### src/rtl/chimp_game_core.sv
// Chimp memory-game core: ROWS x COLS number grid, self-placed numbers, reveal timer, levels, score.
// Define CHIMP_FIXED_LAYOUT_EN for deterministic row-major placement instead of LFSR placement.
module chimp_game_core #(
    parameter int unsigned ROWS          = 3,
    parameter int unsigned COLS          = 3,
    parameter int unsigned MIN_NUMS      = 4,
    parameter int unsigned REVEAL_CYCLES = 50_000_000,
    parameter logic [15:0] SEED          = 16'hACE1,
    localparam int unsigned CELLS = ROWS * COLS,
    localparam int unsigned NUM_W = $clog2(CELLS + 1),
    localparam int unsigned RW    = $clog2(ROWS),
    localparam int unsigned CW    = $clog2(COLS),
    localparam int unsigned IDX_W = $clog2(CELLS)
) (
    input  logic             clk,
    input  logic             rst_n,
    input  logic             start,
    input  logic             sel,
    input  logic [RW-1:0]    cur_row,
    input  logic [CW-1:0]    cur_col,
    input  logic [RW-1:0]    rd_row,
    input  logic [CW-1:0]    rd_col,
    output logic [NUM_W-1:0] rd_num,
    output logic             rd_hidden,
    output logic [2:0]       state,
    output logic [NUM_W-1:0] num_count,
    output logic [NUM_W-1:0] target,
    output logic [15:0]      score
);

    localparam int unsigned TMR_W   = (REVEAL_CYCLES > 0) ? $clog2(REVEAL_CYCLES + 1) : 1;
    localparam logic [15:0] SEED_NZ = (SEED == 16'h0) ? 16'h1 : SEED;

    typedef enum logic [2:0] {
        S_IDLE    = 3'd0,
        S_LOAD    = 3'd1,
        S_VISIBLE = 3'd2,
        S_HIDDEN  = 3'd3,
        S_WON     = 3'd4,
        S_LOST    = 3'd5
    } state_t;

    state_t             state_q, state_n;
    logic [NUM_W-1:0]   grid_q [CELLS];
    logic [NUM_W-1:0]   grid_n [CELLS];
    logic [NUM_W-1:0]   k_q, k_n;
    logic [NUM_W-1:0]   target_q, target_n;
    logic [NUM_W-1:0]   num_count_q, num_count_n;
    logic [15:0]        score_q, score_n;
    logic [TMR_W-1:0]   timer_q, timer_n;
    logic [15:0]        lfsr_q, lfsr_n;
    logic               sel_d_q;

    logic               sel_rise, cur_ok, sel_valid, rd_ok, place_ok;
    logic [IDX_W-1:0]   cur_idx, rd_idx, place_idx;
    logic [NUM_W-1:0]   sel_val;
    logic [16:0]        score_sum;

    // Cursor / read addressing; out-of-grid coordinates never alias a real cell
    assign sel_rise  = sel & ~sel_d_q;
    assign cur_ok    = ({1'b0, cur_row} < (RW+1)'(ROWS)) && ({1'b0, cur_col} < (CW+1)'(COLS));
    assign cur_idx   = IDX_W'(32'(cur_row) * COLS + 32'(cur_col));
    assign sel_valid = sel_rise & cur_ok;
    assign sel_val   = cur_ok ? grid_q[cur_idx] : '0;

    assign rd_ok     = ({1'b0, rd_row} < (RW+1)'(ROWS)) && ({1'b0, rd_col} < (CW+1)'(COLS));
    assign rd_idx    = IDX_W'(32'(rd_row) * COLS + 32'(rd_col));
    assign rd_num    = rd_ok ? grid_q[rd_idx] : '0;
    assign rd_hidden = (state_q == S_HIDDEN) && (rd_num != '0);

    assign lfsr_n    = {lfsr_q[0] ^ lfsr_q[2] ^ lfsr_q[3] ^ lfsr_q[5], lfsr_q[15:1]};
    assign score_sum = {1'b0, score_q} + 17'(num_count_q);

`ifdef CHIMP_FIXED_LAYOUT_EN
    assign place_idx = IDX_W'(k_q - NUM_W'(1));
    assign place_ok  = 1'b1;
`else
    assign place_idx = lfsr_q[IDX_W-1:0];
    assign place_ok  = ({1'b0, place_idx} < (IDX_W+1)'(CELLS)) && (grid_q[place_idx] == '0);
`endif

    // Next-state and datapath updates; k==0 in LOAD marks the grid-clear cycle
    always_comb begin
        state_n     = state_q;
        grid_n      = grid_q;
        k_n         = k_q;
        target_n    = target_q;
        num_count_n = num_count_q;
        score_n     = score_q;
        timer_n     = timer_q;
        case (state_q)
            S_IDLE: begin
                if (start) begin
                    state_n = S_LOAD;
                    k_n     = '0;
                end
            end
            S_LOAD: begin
                if (k_q == '0) begin
                    for (int i = 0; i < int'(CELLS); i++) grid_n[i] = '0;
                    k_n      = NUM_W'(1);
                    target_n = NUM_W'(1);
                end else if (place_ok) begin
                    grid_n[place_idx] = k_q;
                    k_n               = k_q + NUM_W'(1);
                    if (k_q == num_count_q) begin
                        state_n = S_VISIBLE;
                        timer_n = TMR_W'(REVEAL_CYCLES);
                    end
                end
            end
            S_VISIBLE, S_HIDDEN: begin
                if (state_q == S_VISIBLE && timer_q != '0) timer_n = timer_q - TMR_W'(1);
                if (sel_valid) begin
                    if (sel_val == target_q) begin
                        grid_n[cur_idx] = '0;
                        target_n        = target_q + NUM_W'(1);
                        if (target_q == num_count_q) begin
                            state_n = S_WON;
                            score_n = score_sum[16] ? 16'hFFFF : score_sum[15:0];
                        end else begin
                            state_n = S_HIDDEN;
                        end
                    end else if (sel_val != '0) begin
                        state_n = S_LOST;
                    end
                end else if (state_q == S_VISIBLE && timer_q == TMR_W'(1)) begin
                    state_n = S_HIDDEN;
                end
            end
            S_WON: begin
                if (start) begin
                    state_n = S_LOAD;
                    k_n     = '0;
                    if (num_count_q != NUM_W'(CELLS)) num_count_n = num_count_q + NUM_W'(1);
                end
            end
            S_LOST: begin
                if (start) begin
                    state_n     = S_LOAD;
                    k_n         = '0;
                    num_count_n = NUM_W'(MIN_NUMS);
                    score_n     = '0;
                end
            end
            default: state_n = S_IDLE;
        endcase
    end

    // State and datapath registers; LFSR free-runs to collect player-timing entropy
    always_ff @(posedge clk or negedge rst_n) begin
        if (!rst_n) begin
            state_q     <= S_IDLE;
            for (int i = 0; i < int'(CELLS); i++) grid_q[i] <= '0;
            k_q         <= '0;
            target_q    <= NUM_W'(1);
            num_count_q <= NUM_W'(MIN_NUMS);
            score_q     <= '0;
            timer_q     <= '0;
            lfsr_q      <= SEED_NZ;
            sel_d_q     <= 1'b0;
        end else begin
            state_q     <= state_n;
            for (int i = 0; i < int'(CELLS); i++) grid_q[i] <= grid_n[i];
            k_q         <= k_n;
            target_q    <= target_n;
            num_count_q <= num_count_n;
            score_q     <= score_n;
            timer_q     <= timer_n;
            lfsr_q      <= lfsr_n;
            sel_d_q     <= sel;
        end
    end

    assign state     = state_q;
    assign num_count = num_count_q;
    assign target    = target_q;
    assign score     = score_q;

endmodule

### config.mk
export PLATFORM = sky130hd
export DESIGN_NAME = chimp_game_core
export DESIGN_NICKNAME = d
export VERILOG_FILES = /design/src/rtl/chimp_game_core.sv
export SDC_FILE = /design/constraint.sdc
export NUM_CORES = 1
export LEC_CHECK = 0
export BUFFER_PORTS_ARGS = -buffer_cell sky130_fd_sc_hd__buf_2
export CORE_MARGIN = 3
export CORE_UTILIZATION = 56
export DETAILED_ROUTE_END_ITERATION = 10
export HOLD_SLACK_MARGIN = 0.03
export MAX_ROUTING_LAYER = met4
export PLACE_DENSITY = 0.77
export SLEW_MARGIN = 20
export SYNTH_ARGS = -nofsm -noshare
export SYNTH_HDL_FRONTEND = slang
export SYNTH_SLANG_ARGS = --single-unit
### constraint.sdc
create_clock -name clk -period 2.85 [get_ports clk]
set_input_delay 0.1425 -clock clk [delete_from_list [all_inputs] [get_ports clk]]
set_output_delay 0.1425 -clock clk [all_outputs]
set_load 0.02 [all_outputs]
==> results.ini, run 1 <==
[route]
drt-total-wl_um = 19000
ant_nets = 0
drc_errors = 0
viasPerCell = 6.61
routedWlPerCell_um = 20.0
dr.pass1.iters = 5
dr_total_vias = 6292
dr.first_iter.drc_count = 703

[yosys]
synthTopCellsByArea = dfrtp_1 37%, o2bb2ai_1 4.7%, dfstp_2 3.9%
async_flop_share_pct = 100
synth_flop_cell = dfrtp_1
seq_area_frac_synth_pct = 40.5
syn-num-nets = 744
synth_area_per_cell_um2 = 9.61
ys_ff_latch = 110
yosys.cell_types.count = 72
synth_edf_count = 0
syn_area_um2 = 6820
synth_cells = 710
synth_top_area_share_pct = 36.7
yosys_warnings = 0
yosysTopAreaCell = dfrtp_1

[cells_and_area]
num-fill-cells = 818
drive_above_1_share_pct = 34.1
diodes = 0
layout_common_cells = 100 x dfrtp_1, 62 x buf_4, 50 x nor2_1, 43 x nand2_1, 38 x buf_2
final_common_cell = dfrtp_1
area_growth_pct = 25.8
final_nets = 838
post-route-util_pct = 73.6

[critical_path]
timing.critical_path.buf_inv = 5
r2r_slack_ps = -170
crit_path_max_fanout = 7
required_ps = 3100
crit_family = adder cells
crit_arrival_ps = 3740
crit_chain = buf_8 -> inv_4 -> fa_1 -> inv_1 -> ha_2 -> inv_2 -> fa_2 -> buf_6 -> or2_4 -> o22a_1 -> a21bo_2 -> a41oi_4 -> nor3_2 -> or4_4 -> nand3_2 -> mux2_4
crit_slowest_cell = fa_1
worstSetupPathType = in -> reg
cp-end-kind = flop
start_kind = input port
cpPeakStageDelay_ps = 570

[floorplanning]
initial_core_util_pct = 58.5
die_h_um = 116
fp.dieW_um = 116
ios = 44
die-area_um2 = 13500
fp-row-count = 39
core_area_um2 = 11700

[power_and_ir_drop]
leakage_uw = 0.00363
power_density_nw_per_um2 = 773
ir_drop_uv = 700
p_total_uw = 6630

[grt]
grt_pass1_wl_um = 30500
grt_start_max_net_pins = 65
antenna_found_initial = 0
gr-total-overflow = 0
grt_pass1_vias = 6085
track_usage_pct = 29.9

[timing]
clock.fmax_mhz = 286
period_minus_slack_ps = 3490
hold_viol_final = 0
setup_violations = 60
final_max_slew_viol_count = 0
slew_headroom_pct = 35.0
rsz0062_at_grt = yes
period_share_pct = 123
fin_ws_ps = -645
tightest_slew_ps = 971
fin_setup_tns_ps = -29590
clock_skew_ps = 9.38

[run_status]
status = finished with violations
failed_checks = setup timing

[clocking]
cts_made_buffers = 9
htreeDepth = 3
cts_sinks = 110
clk_pin_slew_worst_paths_ps = 70
cts_tree = built
root_buffer = clkbuf_16
clock_latency_ps = 360
clock_path_buffers = 2

[placed_design]
place_ws_ps = -1080
dp_hpwl_um = 13100
place.port_buffers = 43
routabilityCongestion = 0.959

[flow_run]
cap_violations = 0

[worst_hold_path]
hp-class = in -> reg

cell families (layout without fill, tap and decap cells):
family	count (synthesis)	in the layout	synth area share (%)
muxes	35	35	7.43
xor gates and xnor gates	13	13	1.78
DFF	110	110	40.5
AOI/OAI and AO/OA	211	211	21.5
adders and majority gates	22	22	4.58
and+or+nand+nor	257	257	20.3
buffers and inverters	62	161	3.80
tightest hold or removal path: stages:
cell      delay (ps)
buf_2            130
nand2b_1         120
o22ai_1           70
synth_stat cells, types with 4 or more instances:
| cell | n |
|---|---|
| a21oi_1 | 37 |
| nor2b_1 | 15 |
| fa_1 | 5 |
| xnor2_1 | 9 |
| o21ai_1 | 4 |
| mux2_2 | 13 |
| inv_1 | 25 |
| buf_2 | 9 |
| ha_1 | 17 |
| or4_1 | 9 |
| dfrtp_1 | 100 |
| a31oi_1 | 6 |
| dfstp_2 | 10 |
| a21o_1 | 10 |
| a41oi_1 | 4 |
| nand3_1 | 24 |
| clkbuf_1 | 26 |
| or2_2 | 10 |
| nand4_1 | 5 |
| mux2i_1 | 9 |
| nand3b_1 | 7 |
| o22ai_1 | 4 |
| nand2_1 | 45 |
| a22o_1 | 11 |
| and2_1 | 6 |
| o2bb2ai_1 | 37 |
| nor2_1 | 55 |
| o21ai_0 | 49 |
| nor4_1 | 10 |
| mux4_2 | 10 |
| o211ai_1 | 5 |
| and3_1 | 5 |
| nand2b_1 | 14 |
| a311oi_1 | 6 |
| nor3_1 | 19 |
| o31ai_1 | 8 |
| a22oi_1 | 6 |
| or3_1 | 12 |
layout make-up:
class | count | area (um^2) | area share, %
clock buffer | 11 | 243 | 2.83
clock inverter | 5 | 48.8 | 0.569
inverter | 25 | 104 | 1.21
multi-input combinational | 538 | 4320 | 50.3
sequential | 110 | 2770 | 32.2
tap | 143 | 179 | 2.08
timing repair buffer | 120 | 926 | 10.8
power breakdown:
part           switching (uW)  total (uW)  internal [uW]  leakage (uW)
clock network             616        1260            639      0.000145
registers                 422        2280           1860       0.00144
logic                    1700        3100           1390       0.00205
total                    2740        6630           3890       0.00363
registers in the layout, summed over array words and instances (netlist names):
| register | flops |
|---|---|
| grid_q | 36 |
| k_q | 4 |
| lfsr_q | 16 |
| num_count | 4 |
| score | 16 |
| sel_d_q | 1 |
| state | 3 |
| target | 4 |
| timer_q | 26 |
metrics by stage:
| stage | cell area, um^2 | instances | hold slack [ps] |
|---|---|---|---|
| after floorplan | 6950 | 710 | -153 |
| after global placement | 7670 | 918 | 191 |
| after detailed placement | 7670 | 918 | 191 |
| after CTS | 8390 | 947 | 126 |
| after global routing | 8580 | 952 | 132 |
| final | 8580 | 952 | 135 |
routing by layer:
metal / up-vias / track usage [%] / routed length [um] / part of all wire, %
met5: - / - / 0 / 0
met4: 0 / 9.67 / 404 / 2.1
met3: 46 / 5.91 / 1320 / 7.0
met2: 281 / 46.1 / 9130 / 48
met1: 3105 / 40.0 / 8140 / 43
li1: 2860 / - / - / -
worst paths after layout:
| path | startpoint | end | cells after the start |
|---|---|---|---|
| min in group asynchronous | rst_n | grid_q[18] | 2 |
| worst min register to register | lfsr_q[9] | lfsr_q[8] | 0 |
| worst min-delay path | start | state[2] | 3 |
| worst max-delay path | cur_row[0] | state[0] | 16 |
| worst max register to register | score[0] | score[15] | 11 |
| max in group asynchronous | rst_n | lfsr_q[15] | 3 |
repair_timing:
item | 4_1_cts | 5_1_grt
hold buffers | 2 | 0
buffers inserted | 12 | 5
hold endpoints to repair | 45 | 0
pin swaps | 25 | 12
setup endpoints to repair | 62 | 83
resized for setup | 64 | 36
Note: power is estimated with default switching activity, not from simulation.
==> inputs of run 2 (changes only) <==
--- a/config.mk
+++ b/config.mk
@@ -7,12 +7,13 @@
 export LEC_CHECK = 0
 export BUFFER_PORTS_ARGS = -buffer_cell sky130_fd_sc_hd__buf_2
 export CORE_MARGIN = 3
-export CORE_UTILIZATION = 56
+export CORE_UTILIZATION = 65
 export DETAILED_ROUTE_END_ITERATION = 10
 export HOLD_SLACK_MARGIN = 0.03
 export MAX_ROUTING_LAYER = met4
-export PLACE_DENSITY = 0.77
+export PLACE_DENSITY = 0.85
 export SLEW_MARGIN = 20
 export SYNTH_ARGS = -nofsm -noshare
 export SYNTH_HDL_FRONTEND = slang
 export SYNTH_SLANG_ARGS = --single-unit
+export TNS_END_PERCENT = 5
==> constraint.sdc (replaced) <==
create_clock -name clk -period 4.1 [get_ports clk]
set_input_delay 0.205 -clock clk [delete_from_list [all_inputs] [get_ports clk]]
set_output_delay 0.205 -clock clk [all_outputs]
set_load 0.02 [all_outputs]
==> run 2 against run 1 <==
  * The run now ends clean
  * Combinational power is 46% lower
  * Hold slack better by 24 ps
  * Cell count is 7.1% lower
  * Sequential cell count stayed put
  * Clock-buffer cell count is 1 lower
  * Sequential share of layout area is 5.1 points higher
  * Clock power is 45% lower
==> results.ini, run 2 (synthesized netlist as in run 1, its figures left out) <==
[placed_design]
routabilityCongestion = 1.03
place.port_buffers = 43
dp.cells = 865
dp_hpwl_um = 12700

[timing]
rsz0062_at_grt = no
hold_viol_final = 0
tightest_slew_ps = 982
final_max_slew_viol_count = 0
fin_setup_tns_ps = 0
period_minus_slack_ps = 3740
setup_violations = 0
holdWs_ps = 160
period_share_pct = 91.2
clock_skew_ps = 8.99
clock.fmax_mhz = 267
slew_headroom_pct = 34.5

[route]
ant_nets = 0
drc_errors = 0
dr.pass1.iters = 5
viasPerCell = 6.67
routedWlPerCell_um = 19.6
dr.first_iter.drc_count = 585
dr_total_vias = 5900
drt-total-wl_um = 17400

[cells_and_area]
largest-register = grid_q
num-fill-cells = 728
final_common_cell = dfrtp_1
drive_above_1_share_pct = 18.0
largest_registers = grid_q: 36 flops, timer_q: 26 flops
layout_common_cells = 100 x dfrtp_1, 55 x nor2_1, 49 x o21ai_0, 45 x nand2_1, 42 x buf_2
post-route-util_pct = 74.1
fin_cells = 884
area_growth_pct = 8.66
largest_reg_flops = 36
diodes = 0
final_nets = 780

[clocking]
root_buffer = clkbuf_8
clock_path_buffers = 2
clock_latency_ps = 390
cts_sinks = 110
htreeDepth = 3
cts_made_buffers = 9
cts_resized = 0
clk_pin_slew_worst_paths_ps = 110
cts_tree = built

[critical_path]
rr_worst_depth = 9
reg2reg_to = timer_q[1]
worstReg2RegStart = lfsr_q[0]
cp-endpoint = score[11]
r2r_slack_ps = 730
required_ps = 4370
worstSetupPathType = in -> reg
cp-end-kind = flop
crit_path_max_fanout = 7
crit_path_start = cur_row[1]
crit_arrival_ps = 4000
start_kind = input port

[grt]
gr-total-overflow = 0
grt_start_max_net_pins = 77
antenna_found_initial = 0
grt_pass1_wl_um = 28900
track_usage_pct = 32.3
grt_pass1_vias = 5827

[power_and_ir_drop]
leakage_uw = 0.00318
ir_drop_uv = 411
p_total_uw = 3960
power_density_nw_per_um2 = 534

[floorplanning]
fp-row-count = 36
die_h_um = 108
core_area_um2 = 10000
ios = 44
initial_core_util_pct = 68.2
fp.dieW_um = 108
die-area_um2 = 11800

[run_status]
status = complete, no violations

[flow_run]
cap_violations = 0

[worst_hold_path]
hp-class = in -> reg

[run 2: cell types whose count changed in the layout (fill, tap and decap cells not counted), moves of 8 or more]
cell       change
o21ai_0       +18
clkbuf_8       +8
o21ai_4        -8
buf_4         -46
o2bb2ai_2     -16
buf_6         -12
clkbuf_16      -9
o2bb2ai_1     +16
[run 2: metal layers]
layer / part of all wire, % / wire length (um) / track usage, %
met5: 0 / 0 / -
met4: 2.0 / 342 / 8.93
met3: 7.3 / 1270 / 7.22
met2: 48 / 8310 / 51.7
met1: 43 / 7450 / 41.6
[run 2: critical path, stage by stage]
cell and delay, ps:
buf_2 110, inv_1 110, fa_1 450, inv_1 70, ha_1 130, inv_1 40, fa_1 590, nor2b_1 440
a31oi_1 180, nor4b_1 370, a32oi_2 150, nor4_2 350, buf_4 170, nand4_1 140, o41ai_1 420, a21oi_1 80
[run 2: cell type report]
cell class | count | area, um^2 | area share [%]
inverters | 25 | 93.8 | 1.27
clock inverters | 6 | 76.3 | 1.03
repair buffers | 62 | 385 | 5.20
flip-flops and latches | 110 | 2770 | 37.3
well taps | 133 | 166 | 2.24
clock buffers | 10 | 128 | 1.72
multi-input cells | 538 | 3800 | 51.2
[run 2: worst min-delay path by stage]
stage / from / to / slack (ps) / cells after the start
after floorplan: rst_n / grid_q[0] / -90 / 0
after global placement: lfsr_q[4] / lfsr_q[3] / 340 / 0
after detailed placement: lfsr_q[4] / lfsr_q[3] / 340 / 0
after CTS: start / state[2] / 140 / 3
after global routing: start / state[2] / 170 / 3
final: start / state[2] / 160 / 3
[run 2: report_power, final]
group | switching, uW | total, uW | internal, uW
Sequential | 313 | 1600 | 1290
Combinational | 957 | 1660 | 706
Clock | 393 | 688 | 295
[run 2: stage by stage]
| step | setup slack [ps] | area [um^2] |
|---|---|---|
| after floorplan | 336 | 6820 |
| after global placement | 168 | 7170 |
| after detailed placement | -16.2 | 7170 |
| after CTS | 392 | 7400 |
| after global routing | 67.7 | 7410 |
| final | 362 | 7410 |
[run 2: timing repair]
item                      4_1_cts  5_1_grt
hold buffers                    2        0
buffers inserted                0        0
hold endpoints to repair       74        0
